## src/rtl/mole_round_scheduler.sv

```systemverilog
`default_nettype none
// ============================================================================
// Module   : mole_round_scheduler
// Purpose  : Round controller for the keypad whack-a-LED game. Sequences
//            IDLE -> RUN -> FINAL -> IDLE and owns the target LED pattern,
//            the seconds countdown, the score/goal compare and the
//            end-of-game flashing phase.
// Ports    : clk, out_rst (async, active-high)
//            start_i, tick_i, key_valid_i : one-cycle pulses
//            cfg_time_i, cfg_goal_i       : game length / required hits
//            key_idx_i                    : decoded key (0..9 digits)
//            led_o, score_o, time_left_o, phase_o, win_o : registered outputs
// Revision : 1.0 - initial release
// ============================================================================
module mole_round_scheduler #(
    parameter int          REFRESH_TICKS = 2,
    parameter int          FINAL_TICKS   = 3,
    parameter logic [15:0] LFSR_SEED     = 16'hACE1
) (
    input  logic        clk,
    input  logic        out_rst,
    input  logic        start_i,
    input  logic        tick_i,
    input  logic [7:0]  cfg_time_i,
    input  logic [7:0]  cfg_goal_i,
    input  logic        key_valid_i,
    input  logic [3:0]  key_idx_i,
    output logic [15:0] led_o,
    output logic [7:0]  score_o,
    output logic [7:0]  time_left_o,
    output logic [1:0]  phase_o,
    output logic        win_o
);

    localparam logic [1:0]  c_IDLE  = 2'd0;
    localparam logic [1:0]  c_RUN   = 2'd1;
    localparam logic [1:0]  c_FINAL = 2'd2;

    // Counters compare against "last tick" so they never need a wider range.
    localparam logic [3:0]  c_REFRESH_LAST = 4'(REFRESH_TICKS - 1);
    localparam logic [3:0]  c_FINAL_LAST   = 4'(FINAL_TICKS - 1);
    localparam logic [7:0]  c_SCORE_MAX    = 8'd99;

    logic [1:0]  state_q, state_d;
    logic [15:0] led_q, led_d;
    logic [7:0]  score_q, score_d;
    logic [7:0]  time_q, time_d;
    logic [7:0]  goal_q, goal_d;
    logic        win_q, win_d;
    logic [15:0] lfsr_q, lfsr_d;
    logic [3:0]  rcnt_q, rcnt_d;
    logic [3:0]  fcnt_q, fcnt_d;

    logic [15:0] w_lfsr_next;
    logic [15:0] w_pattern;
    logic [3:0]  w_key_bit;
    logic        w_hit;
    logic        w_goal_met;
    logic        w_time_out;

    // Galois step; the pattern keeps only the ten keyable LEDs and is forced
    // nonzero so every round has at least one target.
    assign w_lfsr_next = {1'b0, lfsr_q[15:1]} ^ (lfsr_q[0] ? 16'hB400 : 16'h0000);
    assign w_pattern   = (w_lfsr_next[15:6] == 10'd0) ? 16'h8000
                                                      : {w_lfsr_next[15:6], 6'b0};

    assign w_key_bit  = 4'd15 - key_idx_i;
    assign w_hit      = key_valid_i && (key_idx_i <= 4'd9) && led_q[w_key_bit];
    // Exit is decided on registered values, so the transition lands one edge
    // after the update that created it.
    assign w_goal_met = (score_q == goal_q);
    assign w_time_out = (time_q == 8'd0);

    // State and datapath registers
    always_ff @(posedge clk or posedge out_rst) begin
        if (out_rst) begin
            state_q <= c_IDLE;
            led_q   <= 16'h0000;
            score_q <= 8'd0;
            time_q  <= 8'd0;
            goal_q  <= 8'd0;
            win_q   <= 1'b0;
            lfsr_q  <= LFSR_SEED;
            rcnt_q  <= 4'd0;
            fcnt_q  <= 4'd0;
        end else begin
            state_q <= state_d;
            led_q   <= led_d;
            score_q <= score_d;
            time_q  <= time_d;
            goal_q  <= goal_d;
            win_q   <= win_d;
            lfsr_q  <= lfsr_d;
            rcnt_q  <= rcnt_d;
            fcnt_q  <= fcnt_d;
        end
    end

    // Next-state logic
    always_comb begin
        state_d = state_q;
        case (state_q)
            c_IDLE:  if (start_i) state_d = c_RUN;
            c_RUN:   if (w_goal_met || w_time_out) state_d = c_FINAL;
            c_FINAL: if (tick_i && (fcnt_q == c_FINAL_LAST)) state_d = c_IDLE;
            default: state_d = c_IDLE;
        endcase
    end

    // Output / datapath next values
    always_comb begin
        led_d   = led_q;
        score_d = score_q;
        time_d  = time_q;
        goal_d  = goal_q;
        win_d   = win_q;
        lfsr_d  = lfsr_q;
        rcnt_d  = rcnt_q;
        fcnt_d  = fcnt_q;
        case (state_q)
            c_IDLE: begin
                led_d = 16'h0000;
                if (start_i) begin
                    time_d  = (cfg_time_i == 8'd0) ? 8'd1 : cfg_time_i;
                    goal_d  = (cfg_goal_i == 8'd0) ? 8'd1 : cfg_goal_i;
                    score_d = 8'd0;
                    win_d   = 1'b0;
                    lfsr_d  = w_lfsr_next;
                    led_d   = w_pattern;
                    rcnt_d  = 4'd0;
                end
            end
            c_RUN: begin
                if (w_hit) begin
                    led_d[w_key_bit] = 1'b0;
                    if (score_q != c_SCORE_MAX) score_d = score_q + 8'd1;
                end
                if (tick_i) begin
                    if (time_q != 8'd0) time_d = time_q - 8'd1;
                    if (rcnt_q == c_REFRESH_LAST) begin
                        // Refresh load wins over the hit-clear above.
                        lfsr_d = w_lfsr_next;
                        led_d  = w_pattern;
                        rcnt_d = 4'd0;
                    end else begin
                        rcnt_d = rcnt_q + 4'd1;
                    end
                end
                if (w_goal_met || w_time_out) begin
                    led_d  = 16'hFFFF;
                    fcnt_d = 4'd0;
                    win_d  = w_goal_met;
                end
            end
            c_FINAL: begin
                if (tick_i) begin
                    if (fcnt_q == c_FINAL_LAST) begin
                        led_d  = 16'h0000;
                        fcnt_d = 4'd0;
                    end else begin
                        led_d  = ~led_q;
                        fcnt_d = fcnt_q + 4'd1;
                    end
                end
            end
            default: led_d = 16'h0000;
        endcase
    end

    assign led_o       = led_q;
    assign score_o     = score_q;
    assign time_left_o = time_q;
    assign phase_o     = state_q;
    assign win_o       = win_q;

endmodule
`default_nettype wire

```

## config.mk

```make
export PLATFORM = sky130hd
export DESIGN_NAME = mole_round_scheduler
export DESIGN_NICKNAME = d
export VERILOG_FILES = /design/src/rtl/mole_round_scheduler.sv
export SDC_FILE = /design/constraint.sdc
export NUM_CORES = 1
export LEC_CHECK = 0
export ABC_AREA = 1
export BUFFER_PORTS_ARGS = -buffer_cell sky130_fd_sc_hd__buf_2
export CAP_MARGIN = 20
export CORE_MARGIN = 1.5
export CORE_UTILIZATION = 45
export DETAILED_ROUTE_END_ITERATION = 7
export GPL_TIMING_DRIVEN = 0
export PLACE_DENSITY = 0.65
export SYNTH_ARGS = -nofsm -noshare
export SYNTH_HDL_FRONTEND = slang
export SYNTH_SLANG_ARGS = --single-unit
```

## constraint.sdc

```tcl
create_clock -name clk -period 2.3 [get_ports clk]
set_input_delay 0.23 -clock clk [delete_from_list [all_inputs] [get_ports clk]]
set_output_delay 0.23 -clock clk [all_outputs]
set_load 0.02 [all_outputs]
```

==> impl_metrics.toml <==
[run_status]
status = "complete, no violations"

[clocking]
cts_root_buf = "clkbuf_8"
postCtsSetupBuffers = 0
cts.sinks = 67
cts_tree = "yes"
clkSlewWorstSetupHoldPaths_ns = 0.08
cts-htree-levels = 3
clk_latency_ns = 0.36
cts_resized = 0
cts_buffer_depth = 2
cts_buffers = 9
postCtsHoldBufs = 0

[setup_path]
worstSetupPathType = "reg -> reg"
worstPathMaxFanout = 10
arrival_ns = 2.09
cpMostUsedCell = "nand2_1"
worstReg2RegEnd = "led_o[10]$_DFFE_PP0P_"
worstPathRequired_ns = 2.56
r2r_start = "rcnt_q[1]$_DFFE_PP0P_"
worst-path-buf-inv = 3
cp_top_family = "simple AND/OR/NAND/NOR gates"
r2r_slack_ns = 0.47
start_kind = "flop"
reg2reg_depth = 13
end_kind = "flop"
crit_chain = "inv_1 -> ha_1 -> nand3_1 -> nor2_1 -> inv_1 -> buf_2 -> nor2_1 -> nor2_1 -> nand2_1 -> nand2_1 -> nand2_1 -> nand2_1 -> nand2_1"
slowest_delay_ns = 0.39
slowest_stage = "dfrtp_1"

[yosys]
synth.largest_area_cell = "dfrtp_1"
ys_seq_elements = 67
ys_top_cells_by_area = "dfrtp_1 (35%), nand2_1 (19%), inv_1 (6.5%)"
async_flop_share = 1.000
ys_seq_area_frac = 0.3948
yosysMostFrequentCell = "nand2_1"
yosysUniqueCellTypes = 43
syn-num-nets = 630
avgSynthCellArea_um2 = 7.143
yosys-top-cells-count = "nand2_1 (213), inv_1 (74), dfrtp_1 (59), nor2_1 (39), nand3_1 (33)"
synth_top_family_by_area = "simple AND/OR/NAND/NOR gates"
synth_compound_area_frac = 0.1251
synth_warnings = 0
synth_edf_count = 0
synth_xor_area_frac = 0.03632
syn_inst = 598
synth_adder_area_share = 0.02050
synthSimpleGateAreaFrac = 0.3137
synthMuxAreaShare = 0
ys.flop_type = "dfrtp_1"
syn_area_um2 = 4272
synth_top_area_share = 0.3456

[placed_design]
io_buffers = 58
gp_congestion = 0.8915
place_hpwl_um = 7985

[worst_hold_path]
hold_path_class = "in -> async"

[sta]
hold_violations = 0
fin_worst_hold_slack_ns = 0.04896
fin_crit_sh = 0.7977
tns_ns = 0
clock_skew_ns = 0.01351
worst_pin_slew_ns = 0.8349
relSlewSlack = 0.4434
setup_violations = 0
fin_crit_ns = 1.835
grt_setup_unrepaired = "no"
fmax_mhz = 545.1
drv_slew = 0

[die]
die_x_um = 100.4
coreArea_um2 = 9240
die_h_um = 100.4
dieArea_um2 = 10090
ioPinCount = 60
start_util = 0.4623
rows = 35

[global_route]
grt_pass1_wl_um = 18230
first_global_vias = 3892
track_usage = 0.2296
grt_overflow = 0
antenna_found_initial = 0
grt_start_max_net_pins = 68

[power_and_ir_drop]
vdd_drop_max_mv = 0.4774
total_power_mw = 6.175
cellPowerDensity_nw_per_um2 = 1259
power.leakage_nw = 2.591

[detailed_routing]
drt-total-wl_um = 10870
drc = 0
drt_iter0_drc = 170
drtPass1Iterations = 5
ant_nets = 0
route.vias.total = 4014
vias_per_cell = 5.018
wire_per_inst_um = 13.59

[flow_run]
cap_violations = 0

[cells_and_area]
area_growth_pct = 14.82
drive_above_1_share = 0.2042
fin_nets = 699
antenna-diode-count = 0
-- layer usage --
metal,up-vias,wire length (um),GRT usage
met4,0,293,0.1083
met3,28,515,0.03343
met5,-,0,0
met2,110,5104,0.3804
met1,1854,4956,0.2962
li1,2022,-,-
-- per-stage QoR --
stage	instance area (um^2)	setup slack, ns	instances	utilization
finish	4905	0.4654	800	0.5308
global route	4905	0.2073	800	0.5308
CTS	4905	0.4776	800	0.5308
global placement	4723	-0.5060	785	0.5112
detailed placement	4726	0.4822	785	0.5114
floorplan	4272	0.4001	598	-
-- where the power goes --
group | switching, mW | internal (mW)
clock | 0.484 | 0.447
sequential | 0.413 | 1.62
combinational | 2.10 | 1.11
total | 3.00 | 3.18
-- logic make-up (layout without fill, tap and decap cells) --
group	after synthesis	count (layout)
and+or+nand+nor	316	316
buffers and inverters	105	178
AOI/OAI and AO/OA	87	87
DFF	67	67
xor gates and xnor gates	16	16
adders and majority gates	7	7
-- layout make-up --
class | count | area, um^2
Sequential cell | 67 | 1687
Inverter | 85 | 324.1
Clock inverter | 3 | 23.77
Fill cell | 906 | 4335
Timing Repair Buffer | 58 | 290.3
Tap cell | 129 | 161.4
Multi-Input combinational cell | 426 | 2117
Buffer | 20 | 146.4
Clock buffer | 12 | 155.1
-- sequential cells by signal, indices dropped and copies added (netlist names) --
signal       count
lfsr_q          16
phase_o          2
goal_q           8
score_o          8
rcnt_q           4
time_left_o      8
win_o            1
led_o           16
fcnt_q           4
-- worst max-delay path by stage --
stage	slack (ns)	cells after the start	from	to
3_5_place_dp	0.48	13	rcnt_q[1]$_DFFE_PP0P_	led_o[10]$_DFFE_PP0P_
6_report	0.47	13	rcnt_q[1]$_DFFE_PP0P_	led_o[10]$_DFFE_PP0P_
5_1_grt	0.21	14	rcnt_q[1]$_DFFE_PP0P_	led_o[6]$_DFFE_PP0P_
2_1_floorplan	0.40	1	out_rst	fcnt_q[0]$_DFFE_PP0P_
3_3_place_gp	-0.51	2	out_rst	led_o[5]$_DFFE_PP0P_
4_1_cts	0.48	14	rcnt_q[1]$_DFFE_PP0P_	led_o[6]$_DFFE_PP0P_
-- cell usage in the layout, fill, tap and decap left out, drive strengths merged, types with 2 or more instances in the layout --
master	instances
a21oi	18
a22oi	2
a31oi	6
buf	74
clkbuf	16
clkinvlp	2
dfrtp	59
dfstp	8
ha	7
inv	85
nand2	220
nand3	36
nand4	4
nor2	45
nor3	6
o211ai	4
o21ai	40
o22ai	12
o31ai	2
or2	3
xnor2	9
xor2	7
No activity file was read; power rests on OpenSTA's default activity.
